**src/rtl/instr_prefetch_buffer.sv**
```systemverilog
`default_nettype none
// ============================================================================
//  Module   : instr_prefetch_buffer
//  Purpose  : Instruction prefetch queue between the fetch stage and an
//             in-order, pipelined instruction memory port. Keeps up to
//             MAX_OUTSTANDING requests in flight and buffers up to FIFO_DEPTH
//             response words, each tagged with its address and bus error.
//             A redirect flushes the buffer and discards stale in-flight
//             responses.
//  Ports    : clk, rstn              - clock, async active-low reset
//             redirect_i/_addr_i     - pipeline PC change and its target
//             mem_req_o/gnt_i/addr_o - request handshake to memory
//             mem_rvalid_i/rdata_i/err_i - in-order memory responses
//             out_valid_o/ready_i    - buffered word handshake to fetch
//             out_rdata_o/addr_o/err_o - head word, its address and error
//             busy_o                 - at least one request outstanding
//  Revision : 1.0 - initial release
// ============================================================================
module instr_prefetch_buffer #(
  parameter logic [31:0] PC_RESET        = 32'h0,
  parameter int unsigned FIFO_DEPTH      = 3,
  parameter int unsigned MAX_OUTSTANDING = 2
) (
  input  logic        clk,
  input  logic        rstn,
  input  logic        redirect_i,
  input  logic [31:0] redirect_addr_i,
  output logic        mem_req_o,
  input  logic        mem_gnt_i,
  output logic [31:0] mem_addr_o,
  input  logic        mem_rvalid_i,
  input  logic [31:0] mem_rdata_i,
  input  logic        mem_err_i,
  output logic        out_valid_o,
  input  logic        out_ready_i,
  output logic [31:0] out_rdata_o,
  output logic [31:0] out_addr_o,
  output logic        out_err_o,
  output logic        busy_o
);

  localparam int unsigned c_cnt_w = $clog2(FIFO_DEPTH + 1);
  localparam int unsigned c_ptr_w = $clog2(FIFO_DEPTH);

  localparam logic [c_cnt_w-1:0] c_cnt_one   = c_cnt_w'(1);
  localparam logic [c_cnt_w-1:0] c_max_out   = c_cnt_w'(MAX_OUTSTANDING);
  localparam logic [c_cnt_w:0]   c_depth_ext = (c_cnt_w + 1)'(FIFO_DEPTH);
  localparam logic [c_ptr_w-1:0] c_ptr_one   = c_ptr_w'(1);
  localparam logic [c_ptr_w-1:0] c_ptr_last  = c_ptr_w'(FIFO_DEPTH - 1);
  localparam logic [31:0]        c_boot_addr = {PC_RESET[31:2], 2'b00};

  // Entry layout: {rdata[64:33], addr[32:1], err[0]}
  logic [64:0]        r_entry [FIFO_DEPTH];
  logic [c_ptr_w-1:0] r_wr_ptr;
  logic [c_ptr_w-1:0] r_rd_ptr;
  logic [c_cnt_w-1:0] r_fifo_count;
  logic [c_cnt_w-1:0] r_outstanding;
  logic [c_cnt_w-1:0] r_discard_cnt;
  logic [31:0]        r_fetch_addr;
  logic [31:0]        r_resp_addr;

  logic               w_grant;
  logic               w_push;
  logic               w_drop;
  logic               w_pop;
  logic [c_cnt_w:0]   w_credit_used;
  logic [c_cnt_w-1:0] w_outstanding_nxt;
  logic [31:0]        w_redirect_addr;
  logic [64:0]        w_head;
  logic               w_unused;

  // Low address bits are ignored by design.
  assign w_unused        = ^redirect_addr_i[1:0];
  assign w_redirect_addr = {redirect_addr_i[31:2], 2'b00};

  // Credits: every in-flight request (stale ones included) reserves a FIFO
  // slot, so a response can never arrive to a full buffer.
  assign w_credit_used = {1'b0, r_outstanding} + {1'b0, r_fifo_count};
  assign mem_req_o     = ~redirect_i & (r_outstanding < c_max_out) &
                         (w_credit_used < c_depth_ext);
  assign mem_addr_o    = {r_fetch_addr[31:2], 2'b00};
  assign busy_o        = (r_outstanding != '0);

  assign w_grant = mem_req_o & mem_gnt_i;
  assign w_push  = mem_rvalid_i & ~redirect_i & (r_discard_cnt == '0);
  assign w_drop  = mem_rvalid_i & ~redirect_i & (r_discard_cnt != '0);
  assign w_pop   = out_valid_o & out_ready_i & ~redirect_i;

  assign out_valid_o = (r_fifo_count != '0);
  assign w_head      = r_entry[r_rd_ptr];
  assign out_rdata_o = w_head[64:33];
  assign out_addr_o  = w_head[32:1];
  assign out_err_o   = w_head[0];

  function automatic logic [c_ptr_w-1:0] ptr_inc(input logic [c_ptr_w-1:0] p);
    return (p == c_ptr_last) ? '0 : p + c_ptr_one;
  endfunction

  always_comb begin
    w_outstanding_nxt = r_outstanding;
    if (w_grant && !mem_rvalid_i) begin
      w_outstanding_nxt = r_outstanding + c_cnt_one;
    end else if (!w_grant && mem_rvalid_i && (r_outstanding != '0)) begin
      w_outstanding_nxt = r_outstanding - c_cnt_one;
    end
  end

  always_ff @(posedge clk or negedge rstn) begin
    if (!rstn) begin
      r_fetch_addr  <= c_boot_addr;
      r_resp_addr   <= c_boot_addr;
      r_outstanding <= '0;
      r_discard_cnt <= '0;
      r_fifo_count  <= '0;
      r_wr_ptr      <= '0;
      r_rd_ptr      <= '0;
    end else begin
      r_outstanding <= w_outstanding_nxt;
      if (redirect_i) begin
        // No grant is possible this cycle, and a response arriving now has
        // already been removed from w_outstanding_nxt, so everything still
        // in flight afterwards is stale.
        r_fetch_addr  <= w_redirect_addr;
        r_resp_addr   <= w_redirect_addr;
        r_discard_cnt <= w_outstanding_nxt;
        r_fifo_count  <= '0;
        r_wr_ptr      <= '0;
        r_rd_ptr      <= '0;
      end else begin
        if (w_grant) begin
          r_fetch_addr <= r_fetch_addr + 32'd4;
        end
        if (w_drop) begin
          r_discard_cnt <= r_discard_cnt - c_cnt_one;
        end
        if (w_push) begin
          r_resp_addr <= r_resp_addr + 32'd4;
          r_wr_ptr    <= ptr_inc(r_wr_ptr);
        end
        if (w_pop) begin
          r_rd_ptr <= ptr_inc(r_rd_ptr);
        end
        if (w_push && !w_pop) begin
          r_fifo_count <= r_fifo_count + c_cnt_one;
        end else if (w_pop && !w_push) begin
          r_fifo_count <= r_fifo_count - c_cnt_one;
        end
      end
    end
  end

  // Data storage carries no reset; contents only matter while valid.
  always_ff @(posedge clk) begin
    if (w_push) begin
      r_entry[r_wr_ptr] <= {mem_rdata_i, r_resp_addr, mem_err_i};
    end
  end

endmodule
`default_nettype wire

```
**config.mk**
```make
export PLATFORM = sky130hd
export DESIGN_NAME = instr_prefetch_buffer
export DESIGN_NICKNAME = d
export VERILOG_FILES = /design/src/rtl/instr_prefetch_buffer.sv
export SDC_FILE = /design/constraint.sdc
export NUM_CORES = 1
export LEC_CHECK = 0
export BUFFER_PORTS_ARGS = -buffer_cell sky130_fd_sc_hd__buf_2
export CORE_MARGIN = 3
export CORE_UTILIZATION = 51
export DETAILED_ROUTE_END_ITERATION = 16
export PLACE_DENSITY_LB_ADDON = 0.25
export RECOVER_POWER = 100
export SYNTH_ARGS = -nofsm -noshare
export SYNTH_HDL_FRONTEND = slang
export SYNTH_SLANG_ARGS = --single-unit
```
**constraint.sdc**
```tcl
create_clock -name clk -period 8.8 [get_ports clk]
set_clock_uncertainty 0.15 [all_clocks]
set_input_delay 1.76 -clock clk [delete_from_list [all_inputs] [get_ports clk]]
set_output_delay 1.76 -clock clk [all_outputs]
set_load 0.05 [all_outputs]
```
==> results of run 1 <==
-- worst paths after layout --
| kind | start | to | slack [ns] | cells after the start |
|---|---|---|---|---|
| hold reg to reg | r_resp_addr[30] | r_entry[1][31] | 0.39 | 0 |
| setup reg to reg | r_discard_cnt[0] | r_entry[2][58] | 4.02 | 5 |
| hold / removal | r_resp_addr[30] | r_entry[1][31] | 0.39 | 0 |
| min in group asynchronous | rstn | r_fetch_addr[25] | 2.50 | 2 |
| max in group asynchronous | rstn | r_rd_ptr[0] | 3.25 | 2 |
| setup / recovery | r_rd_ptr[1] | out_addr_o[15] | 2.53 | 2 |
-- layer usage --
metal	vias up	GRT usage	routed length [um]
met2	226	0.300	10300
met1	3430	0.272	10400
met5	-	0	0
li1	3408	-	-
met4	0	0.0454	316
met3	29	0.0345	1380
-- critical path: cells and delay by family (launching register included) --
family                 cells  cell delay (ns)
flip-flops                 1             2.75
buffers and inverters      1             0.44
AO/OA/AOI/OAI              1             0.61
-- kinds of logic (layout without fill, tap and decap cells) --
logic type / Yosys count / in the layout
compound gates: 151 / 151
flops: 259 / 259
simple gates: 246 / 246
mux: 76 / 76
buf+inv: 55 / 226
xor+xnor: 41 / 41
fa+ha+maj: 6 / 6
other cells: 1 / 4
-- cell type report --
| class | count | area, um^2 | area share |
|---|---|---|---|
| Timing Repair Buffer | 170 | 687 | 0.0543 |
| Tap cell | 275 | 344 | 0.0272 |
| Multi-Input combinational cell | 524 | 3400 | 0.268 |
| Clock buffer | 37 | 711 | 0.0561 |
| Clock inverter | 9 | 50.0 | 0.00395 |
| Inverter | 10 | 37.5 | 0.00297 |
| Sequential cell | 259 | 7430 | 0.587 |
-- state kept, by name, indices dropped and copies added, names as in the netlist --
register / flops
r_wr_ptr: 2
r_resp_addr: 30
r_outstanding: 2
r_entry: 189
r_fifo_count: 2
r_rd_ptr: 2
r_discard_cnt: 2
r_fetch_addr: 30
-- stage by stage --
step	hold slack, ns	cells	utilization	setup TNS [ns]
2_1_floorplan	0.309	838	-	-109.03
3_3_place_gp	0.363	1238	0.572	0
3_5_place_dp	0.374	1238	0.572	0
4_1_cts	0.393	1284	0.608	0
5_1_grt	0.406	1284	0.598	0
6_report	0.387	1284	0.598	0
-- layout by cell type (no fill, tap or decap), types with 3 or more instances in the layout --
cell type	netlist	final
clkinv_2	0	6
conb_1	1	4
edfxtp_1	189	189
nor3_1	8	8
mux2_2	9	9
nor4_2	6	7
nand4_1	23	23
clkbuf_8	0	4
dfrtp_1	70	69
mux2i_1	66	66
nand2b_1	4	4
a211oi_1	3	3
clkbuf_1	24	141
nor2_1	28	28
a21boi_0	3	6
nand4b_1	3	3
ha_1	5	5
inv_1	9	9
clkbuf_16	0	25
nand2_1	112	112
a21oi_1	20	20
xnor2_1	17	17
nand3_1	20	20
o211ai_1	8	8
and3_1	14	14
buf_2	9	36
and4_1	6	6
o311ai_0	3	5
o21ai_0	86	96
xor2_1	24	24
o311ai_1	6	4
-- power groups by stage --
stage | sequential (W) | clock (W) | combinational, W
final | 0.00150 | 0.000988 | 0.000616
after global routing | 0.00151 | 0.00106 | 0.000666
after CTS | 0.00149 | 0.00101 | 0.000644
after detailed placement | 0.00151 | 0 | 0.000643
after global placement | 0.00151 | 0 | 0.000634
after floorplan | 0.00157 | 0 | 0.000426
==> key figures, run 1 <==
Power
  – Clock network fraction of total power: 0.319
  – VDD IR-drop max: between 0.0001 and 0.00015 V
  – Reg power frac: 0.483
  – Pint: between 0.002 and 0.0025 W
  – Switching share of power: 0.315
  – Leak Pwr: between 4 and 5 nW
  – Comb power frac: 0.199
  – Total power: a little over 0.003 W
  – P_sw: between 0.0009 and 0.001 W
  – Pwr dens: roughly 240 nW/um^2

Global route
  – Overflow after GRT: 0
  – Total GRT Usage: 0.188
  – Global-route wire length before repair: 36.2 mm
  – Initial antenna violation count: 0
  – Vias in the first global route: around 6900
  – Largest net degree at the start of global routing: 130

Place
  – PortBufs: ~160
  – Worst slack, placed: 3.87 ns
  – Post-DP HPWL: around 14 mm
  – Routability cong.: between 0.8 and 0.9
  – Placed instance area: about 12000 um^2

CTS
  – Post-cts hold buffer count: 0
  – Clock sink count: about 260
  – H-tree Lvls: 1
  – Setup bufs post-CTS: 0
  – Total CTS buffers: 25
  – Root buf cell: clkbuf_16
  – Post-CTS sizing: 0
  – Worst-path clk slew: approximately 0.06 ns
  – Clock latency on the worst-skew pair: 0.52 ns
  – CTS tree: yes
  – Deepest clock path buffer count: 3

Finish
  – Fin area: between 10000 and 15000 um^2
  – Fraction of layout cells with a size suffix above 1: 0.101
  – Post-layout nets: 1067
  – Fillers: about 1800
  – Area delta synth->final: 14.5%
  – ANT cells: 0

Synthesis
  – Adder-cell share of the synthesized area: 0.00747
  – Yosys cell types: 57
  – Number of enable flip-flop cells after synthesis: 189
  – Compound-cell area share of the yosys netlist: 0.0794
  – Mux share of post-synthesis cell area: 0.0699
  – Synth Warn #: 0
  – Main combinational cell family by area after synthesis: simple AND/OR/NAND/NOR gates
  – Synth top area share: 0.513
  – Fraction of registers with async set/reset: 0.270
  – Top FF cell, synth: edfxtp_1
  – Sequential element share of the synthesized area: 0.672
  – Register bit total from synthesis: 259
  – Post-Synthesis Cells: ~840
  – Synth area leaders: edfxtp_1 51%, dfrtp_1 16%, mux2i_1 6.0%, o21ai_0 3.9%, nand2_1 3.8%
  – Count leader, synth: edfxtp_1
  – Synth Area in XOR/XNOR: 0.0325
  – Commonest cells post-synth: 189 x edfxtp_1, 112 x nand2_1, 86 x o21ai_0
  – Synth area leader: edfxtp_1
  – Post-Syn Area: 11100 um^2
  – Mean post-synth cell area: between 10 and 15 um^2
  – Simple-Gate Fraction of Synth Area: 0.116

Timing
  – Max-slew violation count: 453
  – FMAX: about 160 MHz
  – Crit path time final: ~6.3 ns
  – RSZ-0062 raised after global routing: no
  – Fin. Hold Viols: 0
  – Final setup viols: 0
  – Worst-case headroom to the max-slew limit: -1.56
  – Fin crit share: 0.712
  – Final setup margin: between 2 and 3 ns
  – Worst Max-Slew Pin Slew: approximately 3.8 ns

Critical path
  – Data required time of the worst path: between 6 and 7 ns
  – Element type at the critical path end: output port
  – WS Path Type: reg2out
  – CP cell instances: o21ai_0 -> clkbuf_1
  – Arr. time, crit path: 4.36 ns
  – Startpoint Class: register
  – Critical Path Slowest Stage Cell: dfrtp_1
  – Worst-path fanout max: about 130
  – CP peak stage delay: around 2.8 ns

Floorplan
  – Initial Util: 0.523
  – Site Rows: between 50 and 60
  – Die H: roughly 150 um
  – Die area: approximately 23000 um^2
  – Io pins: ~170
  – Chip width: ~150 um
  – Core area: ~21000 um^2

Drt
  – Drt pass-1 iters: 4
  – Vias post-DR: roughly 7100
  – DR vias/cell: around 5.5
  – Remaining DRCs: 0
  – Final antenna-violating net count: 0
  – Detailed Route Iter0 Violations: roughly 480
  – Post-Route WL: between 20 and 25 mm
  – DR WL/cell: approximately 17 um

Run status
  – Status: complete, but fails checks
  – Failing checks: max-capacitance violations, max-slew violations

Hold path
  – Worst hold path class: reg2reg

Flow run
  – Max-cap viol count: 6
No activity file was read; power rests on OpenSTA's default activity.
==> run 2: changes to the inputs <==
Settings changed: ABC_AREA from default to 1, CORE_UTILIZATION 51 to 58.
Clock period 8.8 ns to 6.23 ns, I/O delays scaled along.
==> key figures, run 2 <==
Run status
  – Status: complete, but fails checks
  – Failing checks: max-capacitance violations, max-slew violations

CTS
  – Root buf cell: clkbuf_16
  – CTS tree: yes
  – Clock sink count: about 260
  – Setup bufs post-CTS: 0
  – Deepest clock path buffer count: 3
  – Total CTS buffers: 26
  – Post-cts hold buffer count: 0
  – Clock latency on the worst-skew pair: about 0.52 ns
  – H-tree Lvls: 1
  – Post-CTS sizing: 0
  – Worst-path clk slew: ~0.06 ns

Critical path
  – Arr. time, crit path: 4.93 ns
  – Data required time of the worst path: ~6.2 ns
  – Element type at the critical path end: register
  – R2r endpoint: r_entry[2][30]
  – Worst-case reg-to-reg path depth: 7
  – WS Path Type: in2reg
  – Worst-path fanout max: 57
  – Reg2reg start: r_discard_cnt[0]
  – Setup slack, reg-to-reg: approximately 2.3 ns
  – Startpoint Class: input pin

Finish
  – Post-route insts no fill: around 1700
  – Fillers: 1592
  – ANT cells: 0
  – Biggest register: r_entry
  – Max reg flops: about 190
  – Most frequent cells in the layout: 360 x nand2_1, 259 x nand3_1, 189 x edfxtp_1
  – Commonest non-fill, non-tap cell in the layout: nand2_1
  – Top flop regs: r_entry: 189 flops, r_fetch_addr: 30 flops, r_resp_addr: 30 flops
  – Area delta synth->final: 13.2%
  – Post-layout nets: 1486
  – Area of the multi-input gates: around 4000 um^2
  – Reg area: approximately 7400 um^2
  – Fraction of layout cells with a size suffix above 1: 0.0672

Place
  – Routability cong.: roughly 0.9
  – Worst slack, placed: ~2.2 ns
  – Post-DP HPWL: ~18 mm
  – PortBufs: between 150 and 200
  – Placed Cells: between 1500 and 2000

Timing
  – Max-slew violation count: about 360
  – Fin. Hold Viols: 0
  – Worst Max-Slew Pin Slew: between 2 and 2.5 ns
  – Crit path time final: between 4 and 5 ns
  – Final setup viols: 0
  – RSZ-0062 raised after global routing: no
  – Min Hold Slack: 0.425 ns
  – Post-route setup TNS: 0 ns
  – FMAX: between 200 and 250 MHz
  – Fin crit share: 0.796
  – Final setup margin: approximately 1.3 ns
  – Worst-case headroom to the max-slew limit: -0.509

Synthesis
  – Synth area leaders: edfxtp_1 47%, dfrtp_1 15%, nand2_1 11%, nand3_1 11%, nor2_1 3.5%
  – Fraction of registers with async set/reset: 0.270
  – Post-Syn Area: 12000 um^2
  – Mean post-synth cell area: ~9.5 um^2
  – Sequential element share of the synthesized area: 0.620
  – Commonest cells post-synth: 358 x nand2_1, 259 x nand3_1, 189 x edfxtp_1
  – Synth area leader: edfxtp_1
  – Synth top area share: 0.474
  – Post-Synthesis Cells: between 1000 and 1500
  – Yosys cell types: 37
  – Count leader, synth: nand2_1
  – Synth Warn #: 0
  – Register bit total from synthesis: ~260
  – Top FF cell, synth: edfxtp_1
  – Number of enable flip-flop cells after synthesis: between 150 and 200

Drt
  – Remaining DRCs: 0
  – Final antenna-violating net count: 0
  – Met3 Wirelength: ~2.2 mm
  – DR WL/cell: 16.5 um
  – Wl on met1: 11.5 mm
  – Drt pass-1 iters: 5
  – DR vias/cell: about 5.5
  – Vias post-DR: 9393
  – Post-Route WL: 27.9 mm
  – Detailed Route Iter0 Violations: ~630
  – Metal2 WL: about 13 mm
  – DR top layer: met4

Flow run
  – Max-cap viol count: 8

Floorplan
  – Die H: ~150 um
  – Die area: 22400 um^2
  – Site Rows: ~50
  – Initial Util: 0.604
  – Chip width: approximately 150 um
  – Io pins: between 150 and 200
  – Core area: 19800 um^2

Hold path
  – Hold_sp: r_wr_ptr[1]
  – WHS Path Cells: 2
  – Worst hold path endpoint: r_wr_ptr[1]
  – Worst hold path class: reg2reg

Power
  – Leak Pwr: about 5.4 nW
  – VDD IR-drop max: 0.000206 V
  – Pwr dens: between 400 and 500 nW/um^2

Global route
  – Initial antenna violation count: 0
  – Overflow after GRT: 0
  – Largest net degree at the start of global routing: 85
  – Vias in the first global route: ~9000
  – Total GRT Usage: 0.248
  – Global-route wire length before repair: 44.2 mm
==> run 2: cell types whose count changed after synthesis, moves of 64 or more <==
cell     before  now
o21ai_0      86   22
mux2i_1      66    0
nand3_1      20  259
nand2_1     112  358
nor2_1       28  112
inv_1         9   87
==> run 2: logic make-up (layout without fill, tap and decap cells) <==
kind of cell / count (synthesis) / in the layout / share of synthesized area
xor+xnor: 15 / 15 / 0.0110
flops: 259 / 259 / 0.620
compound gates: 72 / 72 / 0.0355
simple gates: 762 / 762 / 0.276
buf+inv: 146 / 311 / 0.0499
fa+ha+maj: 6 / 6 / 0.00689
other cells: 1 / 4 / 0.000313
==> run 2: metal layers <==
layer	global-route usage	vias up
met5	0	-
met2	0.414	368
met1	0.332	4404
met3	0.0454	55
li1	-	4566
met4	0.0791	0
==> run 2: worst max path at each step <==
stage                 start              to  slack (ns)  cells after the start
3_3_place_gp     redirect_i  r_entry[2][33]        2.22                      5
4_1_cts         r_rd_ptr[1]  out_rdata_o[0]        2.07                      5
2_1_floorplan  mem_rvalid_i   r_entry[0][0]        1.37                      4
5_1_grt          redirect_i  r_entry[2][28]        0.96                      5
3_5_place_dp     redirect_i  r_entry[2][28]        2.18                      5
6_report         redirect_i  r_entry[2][30]        1.27                      5
==> run 2: cell type report <==
type                            instances  area share
Clock inverter                         15     0.00766
Inverter                               89      0.0247
Timing Repair Buffer                  174      0.0531
Clock buffer                           33      0.0499
Sequential cell                       259       0.548
Tap cell                              265      0.0245
Multi-Input combinational cell        859       0.292
==> run 2: worst max-delay path, stage by stage <==
cell and delay (ns):
clkbuf_1 0.72, nor2_1 0.58, inv_1 0.24, nor3_1 0.78
clkbuf_2 1.29
==> run 2: report_power, final <==
part	internal, W	switching [W]	total [W]
sequential	0.00206	0.000202	0.00226
combinational	0.000380	0.00144	0.00182
clock	0.000809	0.000617	0.00143
total	0.00325	0.00226	0.00550
==> run 2: through the flow <==
step | util | instance area [um^2] | total power (W)
final | 0.683 | 13600 | 0.00550
after global routing | 0.683 | 13600 | 0.00579
after CTS | 0.694 | 13800 | 0.00559
after detailed placement | 0.654 | 13000 | 0.00417
after global placement | 0.654 | 13000 | 0.00413
after floorplan | - | 12000 | 0.00369
